[src/rtl/store_pkg.sv]
// Shared definitions for the store read-modify-write sequencer:
// store-size encodings, FSM states and the request legality rule.
package store_pkg;

    localparam logic [1:0] SZ_WORD = 2'b00;
    localparam logic [1:0] SZ_HALF = 2'b01;
    localparam logic [1:0] SZ_BYTE = 2'b10;
    localparam logic [1:0] SZ_ILL  = 2'b11;

    typedef enum logic [2:0] {
        ST_IDLE  = 3'd0,
        ST_READ  = 3'd1,
        ST_WAIT  = 3'd2,
        ST_WRITE = 3'd3,
        ST_DONE  = 3'd4,
        ST_ERR   = 3'd5
    } state_e;

    // A halfword must sit on an even byte address; the reserved size is never legal.
    function automatic logic is_illegal(input logic [1:0] size, input logic addr0);
        return (size == SZ_ILL) || ((size == SZ_HALF) && addr0);
    endfunction

endpackage

[src/rtl/store_lane_merge.sv]
// Combinational byte-lane merge: drops the store data into the addressed
// lane(s) of the previously read memory word (little-endian lanes).
module store_lane_merge
    import store_pkg::*;
(
    input  logic [1:0]  size,
    input  logic [1:0]  addr_lo,
    input  logic [31:0] data,
    input  logic [31:0] mdr,
    output logic [31:0] merged
);

    // NOTE: merged gets a default before the case so no path leaves it unassigned (no latch).
    always_comb begin
        merged = mdr;
        case (size)
            SZ_WORD: merged = data;
            SZ_HALF: begin
                if (addr_lo[1]) merged[31:16] = data[15:0];
                else            merged[15:0]  = data[15:0];
            end
            SZ_BYTE: begin
                case (addr_lo)
                    2'd0:    merged[7:0]   = data[7:0];
                    2'd1:    merged[15:8]  = data[7:0];
                    2'd2:    merged[23:16] = data[7:0];
                    default: merged[31:24] = data[7:0];
                endcase
            end
            default: merged = mdr;
        endcase
    end

endmodule

[src/rtl/store_rmw_sequencer.sv]
// Store sequencer: word stores become one write, sub-word stores become
// read / wait MEM_LATENCY / merged write. Owns the memory port per request.
module store_rmw_sequencer
    import store_pkg::*;
#(
    parameter int MEM_LATENCY = 1,
    parameter int ADDR_W      = 32
) (
    input  logic              clk,
    input  logic              reset,
    input  logic              req_valid,
    output logic              req_ready,
    input  logic [1:0]        req_size,
    input  logic [ADDR_W-1:0] req_addr,
    input  logic [31:0]       req_data,
    output logic [ADDR_W-1:0] mem_addr,
    output logic              mem_rd,
    output logic              mem_wr,
    input  logic [31:0]       mem_rdata,
    output logic [31:0]       mem_wdata,
    output logic              done,
    output logic              align_err
);

    localparam int CNT_W = 4;

    state_e            state_q, state_d;
    logic [CNT_W-1:0]  cnt_q, cnt_d;
    logic [1:0]        size_q, size_d;
    logic [ADDR_W-1:0] addr_q, addr_d;
    logic [31:0]       data_q, data_d;
    logic [31:0]       mdr_q, mdr_d;

    logic              req_ready_q, req_ready_d;
    logic              mem_rd_q, mem_rd_d;
    logic              mem_wr_q, mem_wr_d;
    logic              done_q, done_d;
    logic              align_err_q, align_err_d;
    logic [ADDR_W-1:0] mem_addr_q, mem_addr_d;
    logic [31:0]       mem_wdata_q, mem_wdata_d;
    logic [31:0]       merged_word;

    // NOTE: every flop, the MDR included, is cleared by the async reset so an abandoned store leaves no stale data.
    always_ff @(posedge clk or posedge reset) begin
        if (reset) state_q <= ST_IDLE;
        else       state_q <= state_d;
    end

    always_comb begin
        state_d = state_q;
        cnt_d   = cnt_q;
        size_d  = size_q;
        addr_d  = addr_q;
        data_d  = data_q;
        mdr_d   = mdr_q;
        case (state_q)
            ST_IDLE: begin
                if (req_valid) begin
                    size_d = req_size;
                    addr_d = req_addr;
                    data_d = req_data;
                    if (is_illegal(req_size, req_addr[0])) state_d = ST_ERR;
                    else if (req_size == SZ_WORD)          state_d = ST_WRITE;
                    else                                   state_d = ST_READ;
                end
            end
            ST_READ: begin
                cnt_d   = CNT_W'(MEM_LATENCY - 1);
                state_d = ST_WAIT;
            end
            ST_WAIT: begin
                if (cnt_q == '0) begin
                    mdr_d   = mem_rdata;
                    state_d = ST_WRITE;
                end else begin
                    cnt_d = cnt_q - 1'b1;
                end
            end
            ST_WRITE: state_d = ST_DONE;
            ST_DONE:  state_d = ST_IDLE;
            ST_ERR:   state_d = ST_IDLE;
            default:  state_d = ST_IDLE;
        endcase
    end

    // Merge from the next-cycle latches so the write word is ready as WRITE is entered.
    store_lane_merge u_merge (
        .size    (size_d),
        .addr_lo (addr_d[1:0]),
        .data    (data_d),
        .mdr     (mdr_d),
        .merged  (merged_word)
    );

    // Outputs are decoded from the next state and registered, giving glitch-free strobes.
    always_comb begin
        req_ready_d = (state_d == ST_IDLE);
        mem_rd_d    = (state_d == ST_READ);
        mem_wr_d    = (state_d == ST_WRITE);
        done_d      = (state_d == ST_DONE);
        align_err_d = (state_d == ST_ERR);
        mem_addr_d  = mem_addr_q;
        mem_wdata_d = mem_wdata_q;
        if ((state_q == ST_IDLE) && (state_d == ST_READ || state_d == ST_WRITE))
            mem_addr_d = {addr_d[ADDR_W-1:2], 2'b00};
        if (state_d == ST_WRITE)
            mem_wdata_d = merged_word;
    end

    // NOTE: sequential state uses non-blocking assignments only, so every flop samples pre-edge values.
    always_ff @(posedge clk or posedge reset) begin
        if (reset) begin
            cnt_q       <= '0;
            size_q      <= '0;
            addr_q      <= '0;
            data_q      <= '0;
            mdr_q       <= '0;
            req_ready_q <= 1'b1;
            mem_rd_q    <= 1'b0;
            mem_wr_q    <= 1'b0;
            done_q      <= 1'b0;
            align_err_q <= 1'b0;
            mem_addr_q  <= '0;
            mem_wdata_q <= '0;
        end else begin
            cnt_q       <= cnt_d;
            size_q      <= size_d;
            addr_q      <= addr_d;
            data_q      <= data_d;
            mdr_q       <= mdr_d;
            req_ready_q <= req_ready_d;
            mem_rd_q    <= mem_rd_d;
            mem_wr_q    <= mem_wr_d;
            done_q      <= done_d;
            align_err_q <= align_err_d;
            mem_addr_q  <= mem_addr_d;
            mem_wdata_q <= mem_wdata_d;
        end
    end

    assign req_ready = req_ready_q;
    assign mem_rd    = mem_rd_q;
    assign mem_wr    = mem_wr_q;
    assign done      = done_q;
    assign align_err = align_err_q;
    assign mem_addr  = mem_addr_q;
    assign mem_wdata = mem_wdata_q;

endmodule

[config.mk]
export PLATFORM = sky130hd
export DESIGN_NAME = store_rmw_sequencer
export DESIGN_NICKNAME = d
export VERILOG_FILES = /design/src/rtl/store_pkg.sv /design/src/rtl/store_lane_merge.sv /design/src/rtl/store_rmw_sequencer.sv
export SDC_FILE = /design/constraint.sdc
export NUM_CORES = 1
export LEC_CHECK = 0
export ABC_AREA = 1
export CAP_MARGIN = 20
export CORE_MARGIN = 2
export CORE_UTILIZATION = 40
export DETAILED_ROUTE_END_ITERATION = 12
export SYNTH_ARGS = -nofsm -noshare
export SYNTH_HDL_FRONTEND = slang
export SYNTH_SLANG_ARGS = --single-unit
[constraint.sdc]
create_clock -name clk -period 11.4 [get_ports clk]
set_input_delay 2.28 -clock clk [delete_from_list [all_inputs] [get_ports clk]]
set_output_delay 2.28 -clock clk [all_outputs]
set_load 0.1 [all_outputs]
==> results of run 1 <==
synth_stat cells, types with 2 or more instances:
cell type  instances
nand3_1          139
nand4_1           42
clkbuf_1          21
o21ai_0           14
buf_1              4
nor3_1             2
inv_2              9
o21ai_1            7
buf_2             38
dfrtp_1          171
nand2_2            8
a21oi_1           10
nor2_4             3
nor2_2             2
nand3_2            2
inv_1            125
a31oi_1           25
nand2_1          574
nor2_1            14
buf_4              6
how the worst max path moves through the flow:
stage                         to  slack [ns]       from  depth (start not counted)
global placement    mem_addr[27]        4.88  req_valid                         11
floorplan              addr_q[0]        4.46      reset                          1
finish              mem_addr[18]        5.39  req_valid                         12
CTS                 mem_addr[18]        5.43  req_valid                         12
detailed placement  mem_addr[18]        5.01  req_valid                         12
global route        mem_addr[18]        5.04  req_valid                         12
logic make-up after synthesis:
family / synth area share
and+or+nand+nor: 0.375
buffers and inverters: 0.0948
adders and majority gates: 0.00143
other: 0.000427
AOI/OAI and AO/OA: 0.0374
DFF: 0.491
metrics by stage:
step / std cells / setup WS (ns) / cell area (µm²) / utilization / hold WS (ns)
2_1_floorplan: 1222 / 4.46 / 8780 / - / 0.423
3_3_place_gp: 1607 / 4.88 / 10500 / 0.486 / 0.443
5_1_grt: 1640 / 5.04 / 11200 / 0.514 / 0.462
3_5_place_dp: 1608 / 5.01 / 10500 / 0.486 / 0.444
4_1_cts: 1640 / 5.43 / 11200 / 0.514 / 0.456
6_report: 1640 / 5.39 / 11200 / 0.514 / 0.457
cell type report:
| type | instances | area share |
|---|---|---|
| clock buffers | 20 | 0.0410 |
| clock inverters | 12 | 0.0134 |
| inverters | 134 | 0.0456 |
| multi-input cells | 847 | 0.327 |
| flip-flops and latches | 172 | 0.386 |
| well taps | 280 | 0.0314 |
| repair buffers | 175 | 0.156 |
sequential cells by signal, summed over array words and instances (netlist names):
signal	count
data_q	32
req_ready	1
mem_wr	1
mem_rd	1
size_q	2
addr_q	32
align_err	1
cnt_q	4
done	1
state_q	3
mem_wdata	32
mdr_q	32
mem_addr	30
critical path: cells and delay by family:
| kind | cells | cell delay (ns) |
|---|---|---|
| buffers and inverters | 5 | 2.68 |
| AND/OR/NAND/NOR | 5 | 1.10 |
| AO/OA/AOI/OAI | 2 | 0.21 |
per-layer routing:
metal,up-vias,part of all wire,track usage
met4,0,0.019,0.0708
met1,3829,0.47,0.339
met2,265,0.45,0.342
met5,-,0,0
met3,36,0.065,0.0482
li1,4081,-,-
==> impl_metrics.py, run 1 <==
metrics = {
    "status": {
        "outcome": "complete, no violations",
    },
    "critical_path": {
        "r2r_cells": 12,
        "slowest_delay_ns": 0.75,
        "crit_required_ns": 11.72,
        "r2r_start": "state_q[0]",
        "crit_path_frequent_cell": "nand2_1",
        "cp_max_fo": 67,
        "worst-r2r-setup-slack_ns": 7.42,
        "crit_chain": "clkdlybuf4s50_1, nand3_2, buf_4, inv_2, nand2_1, a21oi_1, a21oi_2, buf_4, nand3_1, buf_8, nand2_1, nand2_1",
        "cp-start-kind": "input pin",
        "criticalPathCategory": "input pin to flip-flop",
        "cp_data_arrival_time_ns": 6.33,
        "reg2reg_to": "mem_addr[18]",
        "worst_setup_path_end_kind": "flip-flop",
        "crit_slowest_cell": "clkdlybuf4s50_1",
    },
    "timing": {
        "grt_setup_unrepaired": "no",
        "drv_slew": 0,
        "clock_skew_ns": 0.00902,
        "hold_violations": 0,
        "period_needed_ns": 6.01,
        "tns_ns": 0,
        "max-slew-margin-rel": 0.229,
        "worstMarginPinSlew_ns": 1.15,
        "fin_crit_sh": 0.527,
        "fmax_mhz": 166,
        "setup_violations": 0,
    },
    "final_layout": {
        "syn2layout_area_growth_pct": 27.1,
        "final_common_cell": "nand2_1",
        "multi_input_area_mm2": 0.00364,
        "fin_nets": 1449,
        "layout-drive-gt1-share": 0.0493,
        "final_cell_mix": "nand2_1, dfrtp_1, clkdlybuf4s50_1",
        "fillCellCount": 2176,
        "ff_latch_area_mm2": 0.00431,
        "diodes": 0,
    },
    "global_routing": {
        "grt_pass1_vias": 7756,
        "globalRouteOverflowTotal": 0,
        "grtUsageTotal": 0.230,
        "antenna_found_initial": 0,
        "grt_pass1_wl_um": 42400,
        "grt_max_degree": 101,
    },
    "routing": {
        "drc_errors": 0,
        "drt_iter0_drc": 558,
        "drtAntennaViolNets": 0,
        "num_vias": 8211,
        "wirelength_um": 26200,
        "via_per_inst": 5.01,
        "wire_per_inst_um": 15.9,
        "drt-pass1-iter-count": 5,
    },
    "cts": {
        "cts-root-buf": "clkbuf_16",
        "cts_tree": "done",
        "clock_path_buffers": 2,
        "cts_htree_levels": 4,
        "cts_made_buffers": 17,
        "cts_resized": 0,
        "postCtsSetupBuffers": 0,
        "cts_hold_buf": 0,
        "clock-sinks": 172,
        "insertion_delay_ns": 0.44,
        "clkSlewWorstSetupHoldPaths_ns": 0.07,
    },
    "synthesis": {
        "netlist.top_cell.by_area": "dfrtp_1",
        "synth_warnings": 0,
        "synthCells": 1221,
        "ys_seq_area_frac": 0.491,
        "synth_edf_count": 0,
        "synthFlopType": "dfrtp_1",
        "async_flop_share": 1.00,
        "yosys-top-cells-area": "dfrtp_1, nand2_1, nand3_1",
        "synth_cell_types": 25,
        "ys_ff_latch": 172,
        "synthesis.area_mm2": 0.00877,
        "synth_area_per_cell_um2": 7.19,
        "synth_top_area_frac": 0.488,
    },
    "placement": {
        "finalWeightedCongestion": 0.857,
        "dp_hpwl_um": 17500,
        "portBuffers": 167,
    },
    "floorplan": {
        "die_area_mm2": 0.0231,
        "dieWidth_um": 152,
        "io_pins": 170,
        "floorplan.initialDensity": 0.405,
        "die_height_um": 152,
        "coreArea_mm2": 0.0217,
        "row_count": 54,
    },
    "hold_path": {
        "hold_path_class": "flip-flop to flip-flop",
        "min_path_cells": 1,
        "hp-start": "cnt_q[2]",
        "hold_end": "cnt_q[2]",
    },
    "job": {
        "cap_violations": 0,
    },
}
Power of run 1 is left out: the tool's default activity adds up to more than one toggle a clock period on the data nets, which glitch-free logic cannot reach.
==> run 2: changes to the inputs <==
- PLACE_DENSITY: unset -> 0.67
- clock period: 11.4 -> 5 ns (I/O delays scaled with it)
==> impl_metrics.py, run 2 (synthesized netlist as in run 1, its figures left out) <==
metrics = {
    "routing": {
        "wirelength_um": 26100,
        "num_vias": 8381,
        "drc_errors": 0,
        "drt-pass1-iter-count": 5,
        "drtAntennaViolNets": 0,
        "via_per_inst": 5.08,
        "drt_iter0_drc": 736,
        "wire_per_inst_um": 15.8,
    },
    "timing": {
        "clock_skew_ns": 0.0121,
        "tns_ns": 0,
        "grt_setup_unrepaired": "no",
        "period_needed_ns": 3.69,
        "whs_ns": 0.459,
        "setup_violations": 0,
        "worstMarginPinSlew_ns": 1.02,
        "hold_violations": 0,
        "max-slew-margin-rel": 0.316,
        "fmax_mhz": 271,
        "fin_crit_sh": 0.739,
        "drv_slew": 0,
    },
    "critical_path": {
        "cp_max_fo": 54,
        "reg2reg_to": "mem_wdata[27]",
        "cp-start-kind": "input pin",
        "cp_data_arrival_time_ns": 4.06,
        "r2r_cells": 12,
        "criticalPathCategory": "input pin to flip-flop",
        "crit_required_ns": 5.37,
        "r2r_start": "state_q[1]",
        "crit_path_start": "req_valid",
        "cp-endpoint": "mem_wdata[18]",
        "worst-r2r-setup-slack_ns": 2.01,
        "worst_setup_path_end_kind": "flip-flop",
    },
    "final_layout": {
        "fin_nets": 1459,
        "final_cell_mix": "nand2_1, dfrtp_1, clkdlybuf4s50_1",
        "layout-drive-gt1-share": 0.0562,
        "diodes": 0,
        "final_common_cell": "nand2_1",
        "finalInstanceArea_mm2": 0.0113,
        "multi_input_area_mm2": 0.00364,
        "final_cells": 1650,
        "syn2layout_area_growth_pct": 28.6,
        "ff_latch_area_mm2": 0.00431,
        "fillCellCount": 2092,
    },
    "global_routing": {
        "grt_max_degree": 59,
        "grt_pass1_vias": 7897,
        "grt_pass1_wl_um": 42300,
        "globalRouteOverflowTotal": 0,
        "grtUsageTotal": 0.228,
        "antenna_found_initial": 0,
    },
    "job": {
        "cap_violations": 0,
    },
    "cts": {
        "clkSlewWorstSetupHoldPaths_ns": 0.07,
        "cts_tree": "done",
        "clock_path_buffers": 2,
        "cts-root-buf": "clkbuf_16",
        "insertion_delay_ns": 0.44,
        "postCtsSetupBuffers": 0,
        "cts_made_buffers": 17,
        "cts_hold_buf": 0,
        "cts_resized": 0,
        "clock-sinks": 172,
        "cts_htree_levels": 4,
    },
    "floorplan": {
        "die_area_mm2": 0.0231,
        "row_count": 54,
        "coreArea_mm2": 0.0217,
        "die_height_um": 152,
        "floorplan.initialDensity": 0.405,
        "dieWidth_um": 152,
        "io_pins": 170,
    },
    "placement": {
        "finalWeightedCongestion": 0.896,
        "placedCellCount": 1616,
        "dp_hpwl_um": 17800,
        "portBuffers": 167,
        "dpl_cell_area_mm2": 0.0106,
    },
    "status": {
        "outcome": "complete, no violations",
    },
    "hold_path": {
        "hold_path_class": "flip-flop to flip-flop",
    },
}
==> run 2: changes by cell type in the layout (fill, tap and decap cells not counted) <==
cell and delta:
buf_4 +7, inv_8 +5, buf_12 +4, clkinv_4 -3, clkbuf_8 -2, clkinvlp_4 +2
inv_6 -2, buf_8 -1, clkbuf_1 -1, clkinv_8 +1, nor2_1 +1, nor2_2 -1
==> run 2: critical path, cell delays in order <==
cell and delay (ns):
clkdlybuf4s50_1 0.92, nand3_2 0.68, inv_2 0.20, buf_4 0.50, nand2_1 0.12, nand2_1 0.15
nand2_1 0.12, nand2_1 0.13, inv_1 0.04, nand3_1 0.07, nand2_1 0.06, nand2_1 0.06
==> run 2: through the flow <==
stage	util	setup WS, ns
after floorplan	-	1.80
after global placement	0.490	0.964
after detailed placement	0.490	0.942
after CTS	0.518	1.38
after global routing	0.520	1.06
final	0.520	1.31
==> run 2: final cells by class <==
type                    instances  area share
clock buffers                  17      0.0377
flip-flops and latches        172       0.382
clock inverters                15      0.0172
repair buffers                185       0.165
multi-input cells             847       0.323
inverters                     134      0.0449
well taps                     280      0.0311
==> run 2: how the worst min path moves through the flow <==
stage | start | depth (start not counted) | slack (ns) | to
6_report | cnt_q[2] | 1 | 0.46 | cnt_q[2]
4_1_cts | cnt_q[2] | 1 | 0.46 | cnt_q[2]
3_3_place_gp | cnt_q[2] | 1 | 0.44 | cnt_q[2]
3_5_place_dp | cnt_q[2] | 1 | 0.44 | cnt_q[2]
2_1_floorplan | cnt_q[2] | 1 | 0.42 | cnt_q[2]
5_1_grt | mem_addr[21] | 2 | 0.49 | mem_addr[21]
==> run 2: layer usage <==
| layer | routed length (µm) | share of wire | vias to the layer above | track usage |
|---|---|---|---|---|
| met1 | 11700 | 0.45 | 3968 | 0.326 |
| met2 | 12300 | 0.47 | 301 | 0.356 |
| met4 | 373 | 0.014 | 0 | 0.0547 |
| met5 | 0 | 0 | - | 0 |
| met3 | 1750 | 0.067 | 31 | 0.0476 |
| li1 | - | - | 4081 | - |
Power of run 2 is left out for the same reason.
==> RTL change, RTL diff (config.mk and constraints of run 2) <==
Register the output `align_err` once more, with the module's reset; this adds one clock of latency there. The other outputs are not delayed to match.
--- a/src/rtl/store_rmw_sequencer.sv
+++ b/src/rtl/store_rmw_sequencer.sv
@@ -142,7 +142,13 @@
     assign mem_rd    = mem_rd_q;
     assign mem_wr    = mem_wr_q;
     assign done      = done_q;
-    assign align_err = align_err_q;
+    always_ff @(posedge clk or posedge reset) begin
+        if (reset) begin
+            align_err <= '0;
+        end else begin
+            align_err <= align_err_q;
+        end
+    end
     assign mem_addr  = mem_addr_q;
     assign mem_wdata = mem_wdata_q;
 
Function: changed (Yosys sat finds a counterexample within 4 cycles, from zero or initial values and one cycle with reset high).
==> RTL change against run 2 <==
Synthesized area increased by 0.13%; wire length fell by 4.3%; highest routed layer unchanged; register-to-register slack lost 0.06 ns; setup slack worse by 0.026 ns; critical path depth down 1; maximum frequency shrank 0.69%; die area grew 0.12%; sequential cell count grew 1; design area decreased by 1.9%; critical path type unchanged.
Power is left out: the tool's default activity adds up to more than one toggle a clock period on the data nets, which glitch-free logic cannot reach.
==> RTL change: results (changes against run 2) <==
outcome=finished, final reports clean; reg-to-reg endpoint=mem_wdata[7]; Seq/Total Area, Yosys=0.493 (+0.00222); CP endpoint=mem_wdata[0]; met1 WL=11.4 mm (-3.0%); worst hold slack=0.361 ns (-0.0983 ns); Worst Hold Path EP=align_err; DR WL/cell=15.5 um (-2.0%); reg-to-reg slack, setup=1.95 ns (-0.06 ns); vias=8054 (-3.9%); Via density=5.00 (-1.6%); vias in the first global route=7670 (-2.9%); Synth Area in XOR/XNOR=0.000997 (+0.000997); maximum fanout along the worst path=66 (+22%); Reg2Reg Launch Point=state_q[0]; delay of the slowest critical-path stage=0.77 ns (-0.15 ns); met2 WL=11.1 mm (-9.6%); initial DRC count=870 (+18%); final clock skew=0.00587 ns (-0.00618 ns); Post-DP HPWL=16.5 mm (-7.4%); Fmax achieved=0.269 GHz (-0.69%); RePlAce Congestion=0.871 (-2.7%); largest net degree at the start of global routing=174 (+190%); post-synthesis adder-cell area fraction=0.00142 (-0.00000183); area occupied by multi-input gates=3580 um^2 (-1.6%); GRT Util Overall=0.218 (-0.00997)
RTL change: cell count changes after synthesis, moves of 5 or more:
cell,delta
nand2_1,-68
nand4_1,-30
a31oi_1,+29
nor2_1,+29
clkbuf_1,-17
buf_4,+14
inv_1,+6
o21ai_1,+5
RTL change: layer usage:
| layer | global-route usage | vias to the layer above |
|---|---|---|
| li1 | - | 3963 |
| met2 | 0.329 | 331 |
| met5 | 0 | - |
| met1 | 0.310 | 3702 |
| met4 | 0.0881 | 0 |
| met3 | 0.0401 | 58 |
RTL change: logic make-up after synthesis:
group	Yosys count
AO/OA/AOI/OAI	88
XOR/XNOR	1
adder cells (fa/ha/maj)	1
buffers and inverters	201
flip-flops	173
other	1
AND/OR/NAND/NOR	724
RTL change: cell type report:
class                      count  share of cell area
clock inverter                11             0.00780
inverter                     136              0.0465
clock buffer                  21              0.0425
tap                          280              0.0316
multi-input combinational    816               0.323
timing repair buffer         174               0.157
sequential                   173               0.391
